[src/rtl/mc_controller_if.sv]
// Bus between the multicycle controller and its datapath.
// The controller uses the master modport; the datapath/memories use the slave modport.
interface mc_controller_if #(
    parameter int ALUOP_W = 4,
    parameter int CNT_W   = 32
);
    logic [5:0]         operator;
    logic [5:0]         func;
    logic               alu_zero;
    logic               imem_ready;
    logic               dmem_ready;
    logic               resume;
    logic               imem_req;
    logic               ir_we;
    logic               dmem_req;
    logic               dmem_we;
    logic [ALUOP_W-1:0] aluop;
    logic               ext_16;
    logic               ext_s;
    logic               ext_5;
    logic               regwrite;
    logic               jal;
    logic               pc_we;
    logic [1:0]         pc_src;
    logic               halted;
    logic               illegal;
    logic [CNT_W-1:0]   retired;

    modport master (
        input  operator, func, alu_zero, imem_ready, dmem_ready, resume,
        output imem_req, ir_we, dmem_req, dmem_we, aluop, ext_16, ext_s, ext_5,
               regwrite, jal, pc_we, pc_src, halted, illegal, retired
    );

    modport slave (
        output operator, func, alu_zero, imem_ready, dmem_ready, resume,
        input  imem_req, ir_we, dmem_req, dmem_we, aluop, ext_16, ext_s, ext_5,
               regwrite, jal, pc_we, pc_src, halted, illegal, retired
    );
endinterface

[src/rtl/mc_controller.sv]
// Multicycle MIPS-subset control unit: FETCH/DECODE/EXEC/MEM/WB/HALT sequencer,
// decode flags latched in DECODE, retired-instruction counter.
module mc_controller #(
    parameter int ALUOP_W = 4,
    parameter int CNT_W   = 32
) (
    input  logic             clk,
    input  logic             rst_n,
    mc_controller_if.master  ctrl_if
);
    localparam logic [2:0] S_FETCH  = 3'd0;
    localparam logic [2:0] S_DECODE = 3'd1;
    localparam logic [2:0] S_EXEC   = 3'd2;
    localparam logic [2:0] S_MEM    = 3'd3;
    localparam logic [2:0] S_WB     = 3'd4;
    localparam logic [2:0] S_HALT   = 3'd5;

    logic [2:0]         r_state;
    logic [ALUOP_W-1:0] r_aluop;
    logic               r_ext_16, r_ext_s, r_ext_5;
    logic               r_to_wb, r_lw, r_sw, r_jal, r_beq, r_bne, r_jr, r_sys;
    logic               r_illegal;
    logic [CNT_W-1:0]   r_retired;

    logic [3:0]         w_aluop;
    logic               w_ext_16, w_ext_s, w_ext_5;
    logic               w_to_wb, w_lw, w_sw, w_jal, w_beq, w_bne, w_jr, w_sys;
    logic               w_illegal;
    logic [2:0]         w_next;
    logic               w_pc_we;
    logic [1:0]         w_pc_src;
    logic               w_imem_req;

    // Instruction decode, only captured while in DECODE
    always_comb begin
        w_aluop   = 4'h0;
        w_ext_16  = 1'b0;
        w_ext_s   = 1'b0;
        w_ext_5   = 1'b0;
        w_to_wb   = 1'b0;
        w_lw      = 1'b0;
        w_sw      = 1'b0;
        w_jal     = 1'b0;
        w_beq     = 1'b0;
        w_bne     = 1'b0;
        w_jr      = 1'b0;
        w_sys     = 1'b0;
        w_illegal = 1'b0;
        case (ctrl_if.operator)
            6'h00: begin
                case (ctrl_if.func)
                    6'h00: begin w_aluop = 4'h0; w_ext_5 = 1'b1; w_to_wb = 1'b1; end
                    6'h02: begin w_aluop = 4'h2; w_ext_5 = 1'b1; w_to_wb = 1'b1; end
                    6'h03: begin w_aluop = 4'h1; w_ext_5 = 1'b1; w_to_wb = 1'b1; end
                    6'h08: w_jr  = 1'b1;
                    6'h0C: w_sys = 1'b1;
                    6'h20, 6'h21: begin w_aluop = 4'h5; w_to_wb = 1'b1; end
                    6'h22: begin w_aluop = 4'h6; w_to_wb = 1'b1; end
                    6'h24: begin w_aluop = 4'h7; w_to_wb = 1'b1; end
                    6'h25: begin w_aluop = 4'h8; w_to_wb = 1'b1; end
                    6'h27: begin w_aluop = 4'hA; w_to_wb = 1'b1; end
                    6'h2A: begin w_aluop = 4'hB; w_to_wb = 1'b1; end
                    6'h2B: begin w_aluop = 4'hC; w_to_wb = 1'b1; end
                    default: w_illegal = 1'b1;
                endcase
            end
            6'h03: w_jal = 1'b1;
            6'h04: begin w_aluop = 4'h6; w_ext_s = 1'b1; w_beq = 1'b1; end
            6'h05: begin w_aluop = 4'h6; w_ext_s = 1'b1; w_bne = 1'b1; end
            6'h08, 6'h09: begin w_aluop = 4'h5; w_ext_s = 1'b1; w_to_wb = 1'b1; end
            6'h0A: begin w_aluop = 4'hB; w_ext_s = 1'b1; w_to_wb = 1'b1; end
            6'h0C: begin w_aluop = 4'h7; w_ext_16 = 1'b1; w_to_wb = 1'b1; end
            6'h0D: begin w_aluop = 4'h8; w_ext_16 = 1'b1; w_to_wb = 1'b1; end
            6'h23: begin w_aluop = 4'h5; w_ext_s = 1'b1; w_lw = 1'b1; end
            6'h2B: begin w_aluop = 4'h5; w_ext_s = 1'b1; w_sw = 1'b1; end
            default: w_illegal = 1'b1;
        endcase
    end

    // Sequencing; the retire cycle is whichever state finishes the instruction
    always_comb begin
        w_next   = r_state;
        w_pc_we  = 1'b0;
        w_pc_src = 2'd0;
        case (r_state)
            S_FETCH:  if (ctrl_if.imem_ready) w_next = S_DECODE;
            S_DECODE: w_next = S_EXEC;
            S_EXEC: begin
                if (r_to_wb || r_jal) begin
                    w_next = S_WB;
                end else if (r_lw || r_sw) begin
                    w_next = S_MEM;
                end else if (r_sys) begin
                    w_next = S_HALT;
                end else begin
                    w_pc_we = 1'b1;
                    w_next  = S_FETCH;
                    if (r_jr)
                        w_pc_src = 2'd3;
                    else if ((r_beq && ctrl_if.alu_zero) || (r_bne && !ctrl_if.alu_zero))
                        w_pc_src = 2'd1;
                end
            end
            S_MEM: begin
                if (ctrl_if.dmem_ready) begin
                    if (r_lw) begin
                        w_next = S_WB;
                    end else begin
                        w_pc_we = 1'b1;
                        w_next  = S_FETCH;
                    end
                end
            end
            S_WB: begin
                w_pc_we  = 1'b1;
                w_pc_src = r_jal ? 2'd2 : 2'd0;
                w_next   = S_FETCH;
            end
            S_HALT: begin
                if (ctrl_if.resume) begin
                    w_pc_we = 1'b1;
                    w_next  = S_FETCH;
                end
            end
            default: w_next = S_FETCH;
        endcase
    end

    always_ff @(posedge clk or negedge rst_n) begin
        if (!rst_n) begin
            r_state   <= S_FETCH;
            r_retired <= '0;
            r_aluop   <= '0;
            r_ext_16  <= 1'b0;
            r_ext_s   <= 1'b0;
            r_ext_5   <= 1'b0;
            r_to_wb   <= 1'b0;
            r_lw      <= 1'b0;
            r_sw      <= 1'b0;
            r_jal     <= 1'b0;
            r_beq     <= 1'b0;
            r_bne     <= 1'b0;
            r_jr      <= 1'b0;
            r_sys     <= 1'b0;
            r_illegal <= 1'b0;
        end else begin
            r_state <= w_next;
            if (w_pc_we)
                r_retired <= r_retired + CNT_W'(1);
            if (r_state == S_DECODE) begin
                r_aluop   <= ALUOP_W'(w_aluop);
                r_ext_16  <= w_ext_16;
                r_ext_s   <= w_ext_s;
                r_ext_5   <= w_ext_5;
                r_to_wb   <= w_to_wb;
                r_lw      <= w_lw;
                r_sw      <= w_sw;
                r_jal     <= w_jal;
                r_beq     <= w_beq;
                r_bne     <= w_bne;
                r_jr      <= w_jr;
                r_sys     <= w_sys;
                r_illegal <= w_illegal;
            end
        end
    end

    // No fetch request while reset is held, even though the state sits in FETCH
    assign w_imem_req       = (r_state == S_FETCH) && rst_n;
    assign ctrl_if.imem_req = w_imem_req;
    assign ctrl_if.ir_we    = w_imem_req && ctrl_if.imem_ready;
    assign ctrl_if.dmem_req = (r_state == S_MEM);
    assign ctrl_if.dmem_we  = (r_state == S_MEM) && r_sw;
    assign ctrl_if.aluop    = r_aluop;
    assign ctrl_if.ext_16   = r_ext_16;
    assign ctrl_if.ext_s    = r_ext_s;
    assign ctrl_if.ext_5    = r_ext_5;
    assign ctrl_if.regwrite = (r_state == S_WB);
    assign ctrl_if.jal      = (r_state == S_WB) && r_jal;
    assign ctrl_if.pc_we    = w_pc_we;
    assign ctrl_if.pc_src   = w_pc_src;
    assign ctrl_if.halted   = (r_state == S_HALT);
    assign ctrl_if.illegal  = r_illegal;
    assign ctrl_if.retired  = r_retired;
endmodule

[src/flat_wrapper.sv]
// flat-port wrapper written by rule: the top's interface ports become plain ports
module mc_controller_flat 
#(
    parameter int ALUOP_W = 4,
    parameter int CNT_W   = 32
)
  (clk, rst_n, ctrl_if_operator, ctrl_if_func, ctrl_if_alu_zero, ctrl_if_imem_ready, ctrl_if_dmem_ready, ctrl_if_resume, ctrl_if_imem_req, ctrl_if_ir_we, ctrl_if_dmem_req, ctrl_if_dmem_we, ctrl_if_aluop, ctrl_if_ext_16, ctrl_if_ext_s, ctrl_if_ext_5, ctrl_if_regwrite, ctrl_if_jal, ctrl_if_pc_we, ctrl_if_pc_src, ctrl_if_halted, ctrl_if_illegal, ctrl_if_retired);
  mc_controller_if #(.ALUOP_W(ALUOP_W), .CNT_W(CNT_W)) ctrl_if_i ();
  input  logic clk;
  input  logic rst_n;
  input wire logic [$bits(ctrl_if_i.operator)-1:0] ctrl_if_operator;
  input wire logic [$bits(ctrl_if_i.func)-1:0] ctrl_if_func;
  input wire logic [$bits(ctrl_if_i.alu_zero)-1:0] ctrl_if_alu_zero;
  input wire logic [$bits(ctrl_if_i.imem_ready)-1:0] ctrl_if_imem_ready;
  input wire logic [$bits(ctrl_if_i.dmem_ready)-1:0] ctrl_if_dmem_ready;
  input wire logic [$bits(ctrl_if_i.resume)-1:0] ctrl_if_resume;
  output wire logic [$bits(ctrl_if_i.imem_req)-1:0] ctrl_if_imem_req;
  output wire logic [$bits(ctrl_if_i.ir_we)-1:0] ctrl_if_ir_we;
  output wire logic [$bits(ctrl_if_i.dmem_req)-1:0] ctrl_if_dmem_req;
  output wire logic [$bits(ctrl_if_i.dmem_we)-1:0] ctrl_if_dmem_we;
  output wire logic [$bits(ctrl_if_i.aluop)-1:0] ctrl_if_aluop;
  output wire logic [$bits(ctrl_if_i.ext_16)-1:0] ctrl_if_ext_16;
  output wire logic [$bits(ctrl_if_i.ext_s)-1:0] ctrl_if_ext_s;
  output wire logic [$bits(ctrl_if_i.ext_5)-1:0] ctrl_if_ext_5;
  output wire logic [$bits(ctrl_if_i.regwrite)-1:0] ctrl_if_regwrite;
  output wire logic [$bits(ctrl_if_i.jal)-1:0] ctrl_if_jal;
  output wire logic [$bits(ctrl_if_i.pc_we)-1:0] ctrl_if_pc_we;
  output wire logic [$bits(ctrl_if_i.pc_src)-1:0] ctrl_if_pc_src;
  output wire logic [$bits(ctrl_if_i.halted)-1:0] ctrl_if_halted;
  output wire logic [$bits(ctrl_if_i.illegal)-1:0] ctrl_if_illegal;
  output wire logic [$bits(ctrl_if_i.retired)-1:0] ctrl_if_retired;
  assign ctrl_if_i.operator = ctrl_if_operator;
  assign ctrl_if_i.func = ctrl_if_func;
  assign ctrl_if_i.alu_zero = ctrl_if_alu_zero;
  assign ctrl_if_i.imem_ready = ctrl_if_imem_ready;
  assign ctrl_if_i.dmem_ready = ctrl_if_dmem_ready;
  assign ctrl_if_i.resume = ctrl_if_resume;
  assign ctrl_if_imem_req = ctrl_if_i.imem_req;
  assign ctrl_if_ir_we = ctrl_if_i.ir_we;
  assign ctrl_if_dmem_req = ctrl_if_i.dmem_req;
  assign ctrl_if_dmem_we = ctrl_if_i.dmem_we;
  assign ctrl_if_aluop = ctrl_if_i.aluop;
  assign ctrl_if_ext_16 = ctrl_if_i.ext_16;
  assign ctrl_if_ext_s = ctrl_if_i.ext_s;
  assign ctrl_if_ext_5 = ctrl_if_i.ext_5;
  assign ctrl_if_regwrite = ctrl_if_i.regwrite;
  assign ctrl_if_jal = ctrl_if_i.jal;
  assign ctrl_if_pc_we = ctrl_if_i.pc_we;
  assign ctrl_if_pc_src = ctrl_if_i.pc_src;
  assign ctrl_if_halted = ctrl_if_i.halted;
  assign ctrl_if_illegal = ctrl_if_i.illegal;
  assign ctrl_if_retired = ctrl_if_i.retired;
  mc_controller #(.ALUOP_W(ALUOP_W), .CNT_W(CNT_W)) u_core (.clk(clk), .rst_n(rst_n), .ctrl_if(ctrl_if_i));
endmodule
[config.mk]
export PLATFORM = sky130hd
export DESIGN_NAME = mc_controller_flat
export DESIGN_NICKNAME = d
export VERILOG_FILES = /design/src/rtl/mc_controller_if.sv /design/src/rtl/mc_controller.sv /design/src/flat_wrapper.sv
export SDC_FILE = /design/constraint.sdc
export NUM_CORES = 1
export LEC_CHECK = 0
export ABC_CLOCK_PERIOD_IN_PS = 4000
export BUFFER_PORTS_ARGS = -buffer_cell sky130_fd_sc_hd__buf_4
export CORE_MARGIN = 2
export CORE_UTILIZATION = 40
export CTS_BUF_LIST = sky130_fd_sc_hd__clkbuf_4 sky130_fd_sc_hd__clkbuf_8
export CTS_CLUSTER_SIZE = 10
export DETAILED_ROUTE_END_ITERATION = 7
export PLACE_DENSITY_LB_ADDON = 0.15
export SYNTH_ARGS = -nofsm -noshare
export SYNTH_HDL_FRONTEND = slang
export SYNTH_SLANG_ARGS = --single-unit
export TNS_END_PERCENT = 100
[constraint.sdc]
create_clock -name clk -period 4 [get_ports clk]
set_clock_uncertainty 0.05 [all_clocks]
set_input_delay 0.6 -clock clk [delete_from_list [all_inputs] [get_ports clk]]
set_output_delay 0.6 -clock clk [all_outputs]
set_load 0.005 [all_outputs]
==> metrics.md, run 1 <==
| Metric | Value |
|---|---|
| Worst-path cell chain | nor3_1 -> nand3_1 -> nand2_1 -> buf_4 |
| Post-layout instance area | 0.00361 mm^2 |
| Synth Cell Area | 0.00295 mm^2 |
| CP delay by family, top | simple AND/OR/NAND/NOR gates |
| Nets | 403 |
| DP HPWL | 5000 um |
| Worst VDD drop | 0.170 mV |
| 1st-iter DRT viols | 96 |
| Largest net degree at the start of global routing | 54 |
| Worst path bufs/invs | 1 |
| WP data arrival | 1.68 ns |
| I/O Buffers | 67 |
| P_leak | 1.69 nW |
| Initial Utilization | 0.409 |
| Setup Viol. Count Final | 0 |
| Switching power | ~0.57 mW |
| Asr flop ratio synth | 1.00 |
| PostCTS Resize Cnt | 0 |
| Finished Layout Cells | 484 |
| CTS max path bufs | 2 |
| GP Congestion | approximately 0.87 |
| CTS tree | built |
| Root Driver | clkbuf_8 |
| Synth Flop Type | dfrtp_1 |
| Slew Viols, Final | 0 |
| Most frequent cells after synthesis | dfrtp_1 (51), nand2_1 (31), nor2_1 (21), nor3_1 (21), xor2_1 (17) |
| Core area | 0.00721 mm^2 |
| Seq cells post-synth | 51 |
| Max FFs per register | 32 |
| Number of enable flip-flop cells after synthesis | 0 |
| Slew margin rel. | 0.562 |
| Area of the die | between 0.008 and 0.009 mm^2 |
| Top-count cell post-synth | dfrtp_1 |
| Tot GR Track Use | 0.175 |
| Post-layout util | 0.500 |
| Via Count | around 2,600 |
| First-pass GRT wire length | 11,700 um |
| Total power | 1.52 mW |
| Reg power frac | 0.450 |
| H-tree depth | 2 |
| Postcts setup bufs | 0 |
| Die H | 89.9 um |
| Slowest cell on the critical path | dfrtp_1 |
| Via-per-instance ratio | 5.36 |
| Status | completed |
| Post-route ant nets | 0 |
| Area grow syn2layout | 22.2% |
| P per Cell Area | between 400 and 500 mW/mm^2 |
| Largest stage delay, worst path | roughly 0.5 ns |
| Via count of the first global-routing pass | 2,420 |
| Post-Syn Nets | 346 |
| Row Count | 31 |
| P_int | between 0.9 and 1 mW |
| Distinct cells, synth | 51 |
| Clk pwr share | 0.197 |
| CTS clk-pin slew, worst paths | 0.10 ns |
| Sw Share | 0.371 |
| Yosys top cell by area | dfrtp_1 |
| Diode count | 0 |
| CP max FO | 14 |
| DRC Markers | 0 |
| Routed len/inst | around 14 um |
| Mapped Cells | 327 |
| DRT Wirelength | roughly 7000 um |
| Register area share after synthesis | 0.432 |
| Final Critical Period | ~2.3 ns |
| Antenna violations before repair | 0 |
| Final worst path period share | 0.583 |
| Top cell type's share of synthesized area | 0.432 |
| DP Area | 0.00352 mm^2 |
| Fin. Hold Viols | 0 |
| Worst-margin pin slew | 0.657 ns |
| RSZ-0062 raised after global routing | false |
| Number of clock sinks | 51 |
| Grt ovf | 0 |
| Max Freq | 429 MHz |
| Endpoint type of the worst setup path | output pin |
| Setup TNS | 0 ns |
| Top cells by area, synth | dfrtp_1 (43%), xor2_1 (5.0%), xnor2_1 (4.5%) |
| Cts hold-fix bufs | 0 |
| HP Class | in -> async |
| Startpoint Class | flip-flop |
| Share of layout cells above drive strength 1 | 0.221 |
| Post-Syn Area per Cell | between 9 and 10 um^2 |
| Placed cell count | 476 |
| TritonCTS Buffers | 5 |
| I/O pins | 68 |
| Worst-Skew Late Latency | 0.30 ns |
| Comb pwr share | 0.353 |
| Worst Path Required | 3.35 ns |
| Critical path class | reg -> out |
| Pre-antenna DRT Iters | 5 |
| Maxcap violations | 0 |
| Ys Warns | 0 |
| Die X | 89.9 um |
| Filler Cell Count | roughly 700 |
cell usage in the layout, fill, tap and decap left out, types with 3 or more instances in the layout:
cell type  netlist  layout
and3_1           6       6
xnor2_1         15      15
buf_4            0      69
nor3_1          21      21
o31ai_1          4       4
and2_1           7       7
nor2b_1          6       6
a21oi_1          8       8
a32o_1           5       5
clkbuf_8         0       5
nand3b_1         3       3
nand4_1         13      13
nor2_1          21      21
inv_1           11      11
a31oi_1          7       7
o22a_1           3       3
nand3_1         10      10
dfrtp_1         51      51
a211oi_1         3       3
nand2_1         31      31
nand2b_1        10      10
xor2_1          17      17
o21ai_0         16      16
power by group through the flow:
| stage | combinational, mW | clock, mW | sequential, mW |
|---|---|---|---|
| 2_1_floorplan | 0.370 | 0 | 0.654 |
| 3_3_place_gp | 0.535 | 0 | 0.695 |
| 3_5_place_dp | 0.544 | 0 | 0.697 |
| 4_1_cts | 0.546 | 0.310 | 0.687 |
| 5_1_grt | 0.601 | 0.333 | 0.704 |
| 6_report | 0.539 | 0.300 | 0.686 |
layer usage:
layer	wire length (um)	vias up	track usage
met1	3080	1237	0.233
met2	3420	67	0.295
met4	64	0	0.0436
met5	0	-	0
met3	306	4	0.0319
li1	-	1284	-
final timing paths:
kind                                                  from                    endpoint  slack (ns)  cells past startpoint
worst max-delay path                     u_core.r_state[0]               ctrl_if_pc_we        1.67                      4
worst min-delay path                                 rst_n  u_core.ctrl_if.retired[10]        0.26                      1
worst max register to register           u_core.r_state[0]     u_core.ctrl_if.aluop[1]        1.79                      4
worst min register to register  u_core.ctrl_if.retired[31]  u_core.ctrl_if.retired[31]        0.43                      1
max in group asynchronous                            rst_n                 u_core.r_sw        3.19                      1
min in group clk                u_core.ctrl_if.retired[31]  u_core.ctrl_if.retired[31]        0.43                      1
layout make-up:
class,count,area (um^2),share of cell area
clock buffer,5,68.8,0.0191
clock inverter,3,18.8,0.00520
inverter,11,41.3,0.0115
multi-input combinational,246,1560,0.432
sequential,51,1280,0.354
tap,99,124,0.0344
timing repair buffer,69,518,0.144
cells by family (layout without fill, tap and decap cells):
kind of cell,Yosys count,count (layout),synth area share
AND/OR/NAND/NOR,146,146,0.269
multiplexers,1,1,0.00381
flip-flops,51,51,0.432
XOR/XNOR,32,32,0.0950
AO/OA/AOI/OAI,64,64,0.150
buffers and inverters,30,88,0.0394
adder cells (fa/ha/maj),3,3,0.0110
through the flow:
| step | setup slack (ns) | hold WS, ns |
|---|---|---|
| 6_report | 1.67 | 0.265 |
| 5_1_grt | 1.52 | 0.310 |
| 4_1_cts | 1.66 | 0.292 |
| 3_5_place_dp | 1.60 | 0.416 |
| 3_3_place_gp | 1.62 | 0.409 |
| 2_1_floorplan | 1.81 | 0.254 |
Power figures use the tool's default switching activity.
==> run 2, diff against run 1 <==
- ABC_CLOCK_PERIOD_IN_PS: 4000 -> 2150
- clock period: 4 -> 2.15 ns (I/O delays scaled with it)
==> run 2 against run 1 <==
Worst hold slack worse by 0.17 ns. Via count is 2.1% higher. Power is 100% higher. Non-clock buffer count is 11 higher. First-iteration DRC count is 10% higher. Largest cell class unchanged. Register-to-register slack worse by 1.6 ns. Final cell count is 2.3% higher. Setup slack worse by 1.6 ns. Combinational power is 110% higher. Sequential cell count stayed put.
==> metrics.md, run 2 (synthesis results as in run 1) <==
| Metric | Value |
|---|---|
| Status | completed (unchanged) |
| Slew margin rel. | 0.576 (was 0.562) |
| Met2 GRT Util | 0.308 (was 0.295) |
| CTS clk-pin slew, worst paths | 0.10 ns (about the same) |
| I/O Buffers | 67 (unchanged) |
| Via Count | 2,646 (was 2,592) |
| Max FFs per register | 32 (unchanged) |
| Final worst path period share | 0.947 |
| Endpoint type of the worst setup path | output pin (unchanged) |
| Post-layout instance area | 0.00372 mm^2 (was 0.00361 mm^2) |
| GP Congestion | 0.865 (was 0.868) |
| Leading cell type in the layout, fill and taps excluded | buf_4 (unchanged) |
| Die H | 89.9 um (unchanged) |
| H-tree depth | 2 (unchanged) |
| Startpoint Class | flip-flop (unchanged) |
| Setup TNS | 0 ns (unchanged) |
| TritonCTS Buffers | 5 (unchanged) |
| GR Util met1 | 0.222 (was 0.233) |
| CP max FO | 8 (was 14) |
| Initial Utilization | 0.409 (unchanged) |
| Maxcap violations | 0 (unchanged) |
| Worst reg-to-reg path cell count | 6 (was 4) |
| P_leak | 1.76 nW (was 1.69 nW) |
| Total power | 3.05 mW (was 1.52 mW) |
| Post-route ant nets | 0 (unchanged) |
| Routing usage on met3 | 0.0285 (was 0.0319) |
| P per Cell Area | 820 mW/mm^2 (was 423 mW/mm^2) |
| Root Driver | clkbuf_8 (unchanged) |
| DRT Wirelength | 7000 um (was 6880 um) |
| Final Critical Period | 2.04 ns |
| Cts hold-fix bufs | 0 (unchanged) |
| Number of clock sinks | 51 (unchanged) |
| Largest net degree at the start of global routing | 52 (was 54) |
| Antenna violations before repair | 0 (unchanged) |
| Area grow syn2layout | 26.1% (was 22.2%) |
| Worst Path Required | 1.78 ns (was 3.35 ns) |
| Row Count | 31 (unchanged) |
| Via count of the first global-routing pass | 2,489 (was 2,420) |
| Grt ovf | 0 (unchanged) |
| Diode count | 0 (unchanged) |
| DP Area | 0.00360 mm^2 (was 0.00352 mm^2) |
| Pre-antenna DRT Iters | 4 (was 5) |
| I/O pins | 68 (unchanged) |
| CTS max path bufs | 2 (unchanged) |
| Most frequent cells in the layout | buf_4 (80), dfrtp_1 (51), nand2_1 (31) (was buf_4 (69), dfrtp_1 (51), nand2_1 (31)) |
| Most crowded layer after global routing | met2 (unchanged) |
| Worst-margin pin slew | 0.636 ns (was 0.657 ns) |
| DP HPWL | 5280 um (was 5000 um) |
| Post-layout util | 0.516 (was 0.500) |
| 1st-iter DRT viols | 106 (was 96) |
| Core area | 0.00721 mm^2 (unchanged) |
| Placed cell count | 487 (was 476) |
| CTS tree | built (unchanged) |
| First-pass GRT wire length | 11,700 um (about the same) |
| Critical path class | reg -> out (unchanged) |
| Finished Layout Cells | 495 (was 484) |
| WP data arrival | 1.66 ns (was 1.68 ns) |
| Slew Viols, Final | 0 (unchanged) |
| Share of layout cells above drive strength 1 | 0.247 (was 0.221) |
| HP Class | in -> async (unchanged) |
| Max Freq | 491 MHz |
| Area of the die | 0.00808 mm^2 (unchanged) |
| DRC Markers | 0 (unchanged) |
| Fin. Hold Viols | 0 (unchanged) |
| Routed len/inst | 14.1 um (was 14.2 um) |
| Die X | 89.9 um (unchanged) |
| Setup Viol. Count Final | 0 (unchanged) |
| Nets | 414 (was 403) |
| Tot GR Track Use | 0.176 (was 0.175) |
| RSZ-0062 raised after global routing | false (unchanged) |
| Worst-Skew Late Latency | 0.31 ns (was 0.30 ns) |
| Worst VDD drop | 0.452 mV (was 0.170 mV) |
| Via-per-instance ratio | 5.35 (was 5.36) |
==> run 2: cell count changes in the layout (fill, tap and decap cells not counted) <==
cell,before,now
buf_4,69,80
bufinv_16,0,1
clkinv_2,2,1
clkinv_4,0,1
inv_6,1,0
nor2b_1,6,5
nor2b_2,0,1
o2111ai_1,1,0
o2111ai_2,0,1
==> run 2: final cells by class <==
type	count	area, um^2
fill	712	3490
multi-input combinational	246	1570
sequential	51	1280
timing repair buffer	80	601
tap	99	124
clock buffer	5	68.8
clock inverter	3	43.8
inverter	11	41.3
==> run 2: timing repair <==
action,CTS,global route
resized for setup,0,2
endpoints found under the hold margin,0,0
setup buffers,0,0
endpoints found under the setup margin,0,9
==> run 2: routing by layer <==
metal,up-vias,share of wire
met2,65,0.51
met3,6,0.038
li1,1311,-
met4,0,0.014
met1,1264,0.44
met5,-,0
==> run 2: worst paths after layout <==
| kind | from | to | slack, ns |
|---|---|---|---|
| max | u_core.r_state[1] | ctrl_if_pc_src[1] | 0.11 |
| min | rst_n | u_core.ctrl_if.retired[3] | 0.09 |
| max reg2reg | u_core.r_to_wb | u_core.ctrl_if.retired[13] | 0.16 |
| min reg2reg | u_core.ctrl_if.retired[31] | u_core.ctrl_if.retired[31] | 0.43 |
| max in group asynchronous | rst_n | u_core.ctrl_if.retired[22] | 1.53 |
| min in group clk | ctrl_if_operator[0] | u_core.r_beq | 0.26 |
==> run 2: through the flow <==
| step | hold WS, ns | setup slack (ns) |
|---|---|---|
| after floorplan | -0.0231 | 0.236 |
| after global routing | 0.151 | 0.0383 |
| after CTS | 0.126 | 0.0915 |
| after detailed placement | 0.415 | 0.0665 |
| final | 0.0929 | 0.113 |
| after global placement | 0.410 | 0.0897 |
==> run 2: report_power, final <==
part | leakage (nW) | switching [mW] | internal [mW]
registers | 0.683 | 0.157 | 1.09
logic | 1.01 | 0.598 | 0.530
clock network | 0.0581 | 0.330 | 0.347
==> run 2: worst max-delay path, stage by stage, from the launching register on <==
cell and delay [ns]:
dfrtp_1 0.42, buf_4 0.17, nand2b_1 0.17, nor2_1 0.18, and2_1 0.19, a21o_1 0.11
buf_4 0.11
==> run 3, diff against run 2 <==
- GPL_TIMING_DRIVEN: not set -> 0
==> run 3 against run 2 <==
The flow now finishes with violations (hold timing). Design area is 1.3% lower. Largest cell class unchanged. Sequential cell count stayed put. Register-to-register slack hardly changed. Highest routed layer unchanged. Largest power group unchanged. Global-route usage hardly changed.
==> metrics.md, run 3 (synthesis results as in run 1) <==
| Metric | Value |
|---|---|
| Status | finished, violations left (was completed) |
| Failing checks | hold timing |
| Max Freq | 485 MHz (was 491 MHz) |
| Nets | 417 (was 414) |
| Hold Slack | -0.00925 ns (was 0.0929 ns) |
| Largest net degree at the start of global routing | 54 (was 52) |
| DRT Wirelength | 6960 um (was 7000 um) |
| Most frequent cells in the layout | buf_4 (64), dfrtp_1 (51), nand2_1 (31) (was buf_4 (80), dfrtp_1 (51), nand2_1 (31)) |
| Worst reg-to-reg path cell count | 5 (was 6) |
| Leading cell type in the layout, fill and taps excluded | buf_4 (unchanged) |
| Post-layout util | 0.509 (was 0.516) |
| Core area | 0.00721 mm^2 (unchanged) |
| Worst path bufs/invs | 2 (unchanged) |
| CP max FO | 10 (was 8) |
| Critical path class | reg -> out (unchanged) |
| Largest stage delay, worst path | 0.44 ns (was 0.42 ns) |
| Share of layout cells above drive strength 1 | 0.228 (was 0.247) |
| Antenna violations before repair | 0 (unchanged) |
| Final WS setup | 0.0902 ns (was 0.113 ns) |
| Initial Utilization | 0.409 (unchanged) |
| GP Congestion | 0.869 (was 0.865) |
| R2R setup slack | 0.16 ns (about the same) |
| Diode count | 0 (unchanged) |
| WP data arrival | 1.69 ns (was 1.66 ns) |
| Slew Viols, Final | 0 (unchanged) |
| Worst-margin pin slew | 0.661 ns (was 0.636 ns) |
| P_leak | 1.71 nW (was 1.76 nW) |
| First-pass GRT wire length | 11,800 um (was 11,700 um) |
| Max FFs per register | 32 (unchanged) |
| Slew margin rel. | 0.559 (was 0.576) |
| Setup TNS | 0 ns (unchanged) |
| Root Driver | clkbuf_8 (unchanged) |
| Grt ovf | 0 (unchanged) |
| Slowest cell on the critical path | dfrtp_1 (unchanged) |
| Crit Reg-Reg Startpoint | u_core.ctrl_if.retired[11] (was u_core.r_to_wb) |
| CP delay by family, top | flip-flops (was simple AND/OR/NAND/NOR gates) |
| Via-per-instance ratio | 5.35 (about the same) |
| Worst Path Required | 1.78 ns (about the same) |
| Post-route ant nets | 0 (unchanged) |
| Tot GR Track Use | 0.176 (about the same) |
| Area grow syn2layout | 24.5% (was 26.1%) |
| Number of clock sinks | 51 (unchanged) |
| Via count of the first global-routing pass | 2,501 (was 2,489) |
| Worst-Skew Late Latency | 0.30 ns (was 0.31 ns) |
| TritonCTS Buffers | 5 (unchanged) |
| Postcts setup bufs | 0 (unchanged) |
| CTS tree | built (unchanged) |
| Total power | 2.91 mW (was 3.05 mW) |
| Worst-path cell chain | clkbuf_1 -> nor2_1 -> and2_1 -> a21o_1 -> buf_4 (was buf_4 -> nand2b_1 -> nor2_1 -> and2_1 -> a21o_1 -> buf_4) |
| CTS clk-pin slew, worst paths | 0.09 ns (was 0.10 ns) |
| Maxcap violations | 0 (unchanged) |
| DP HPWL | 5220 um (was 5280 um) |
| Die X | 89.9 um (unchanged) |
| P per Cell Area | 792 mW/mm^2 (was 820 mW/mm^2) |
| Endpoint type of the worst setup path | output pin (unchanged) |
| Multi-input gate area | 0.00159 mm^2 (was 0.00157 mm^2) |
| Worst r2r dst | u_core.ctrl_if.retired[29] (was u_core.ctrl_if.retired[13]) |
| Via Count | 2,662 (was 2,646) |
| I/O Buffers | 64 (was 67) |
| Final Critical Period | 2.06 ns (was 2.04 ns) |
| Worst VDD drop | 0.413 mV (was 0.452 mV) |
| HP Class | in -> async (unchanged) |
| Die H | 89.9 um (unchanged) |
| Fin. Hold Viols | 8 (was 0) |
| I/O pins | 68 (unchanged) |
| Startpoint Class | flip-flop (unchanged) |
| H-tree depth | 2 (unchanged) |
| Final worst path period share | 0.958 (was 0.947) |
| Setup Viol. Count Final | 0 (unchanged) |
| Pre-antenna DRT Iters | 4 (unchanged) |
| Pre-CTS setup slack | -0.0671 ns (was 0.0665 ns) |
| 1st-iter DRT viols | 112 (was 106) |
| Filler Cell Count | 726 (was 712) |
| DRC Markers | 0 (unchanged) |
| Routed len/inst | 14.0 um (was 14.1 um) |
| Cts hold-fix bufs | 0 (unchanged) |
| Area of the die | 0.00808 mm^2 (unchanged) |
| RSZ-0062 raised after global routing | true (was false) |
| Reg area | 0.00128 mm^2 (unchanged) |
| CTS max path bufs | 2 (unchanged) |
| Row Count | 31 (unchanged) |
==> run 3: through the flow <==
step | area, um^2 | hold WS [ns] | instances
6_report | 3670 | -0.00925 | 498
5_1_grt | 3670 | 0.0496 | 498
4_1_cts | 3650 | 0.0147 | 498
3_5_place_dp | 3560 | 0.349 | 490
3_3_place_gp | 3560 | 0.350 | 490
2_1_floorplan | 2950 | -0.0231 | 327
==> run 3: how the worst max path moves through the flow <==
stage	slack (ns)	endpoint	start	depth (start not counted)
final	0.09	ctrl_if_pc_src[1]	u_core.r_state[0]	5
after global routing	-0.007	ctrl_if_pc_src[1]	u_core.r_state[0]	5
after CTS	0.06	u_core.ctrl_if.retired[12]	u_core.r_state[2]	7
after detailed placement	-0.07	u_core.ctrl_if.retired[12]	u_core.r_state[2]	7
after global placement	-0.04	u_core.ctrl_if.retired[12]	u_core.r_state[2]	7
after floorplan	0.24	u_core.ctrl_if.aluop[0]	ctrl_if_operator[3]	5
==> run 3: area by class of cell <==
class	count	area share
Tap cell	99	0.0337
Multi-Input combinational cell	246	0.431
Clock inverter	3	0.00511
Inverter	11	0.0112
Buffer	19	0.0218
Sequential cell	51	0.347
Timing Repair Buffer	64	0.131
Clock buffer	5	0.0187
==> run 3: per-layer routing <==
metal  track usage  vias to the layer above  part of all wire
li1              -                     1323                 -
met1         0.226                     1282              0.45
met2         0.312                       53              0.51
met3        0.0201                        4             0.032
met4        0.0513                        0            0.0082
met5             0                        -                 0
==> run 3: where the power goes <==
| group | switching [mW] | internal [mW] | leakage [nW] |
|---|---|---|---|
| Combinational | 0.636 | 0.497 | 0.976 |
| Clock | 0.319 | 0.230 | 0.0483 |
| Sequential | 0.137 | 1.09 | 0.683 |
==> run 3: what timing repair did <==
item,CTS,global route
endpoints found under the setup margin,13,23
resized for setup,3,9
hold endpoints to repair,0,0
==> run 3: worst register-to-register path: cells and delay by family, from the launching register on <==
| family | cells | cell delay (ns) |
|---|---|---|
| and+or+nand+nor | 3 | 0.94 |
| AOI/OAI and AO/OA | 1 | 0.34 |
| xor gates and xnor gates | 1 | 0.16 |
| DFF | 1 | 0.43 |
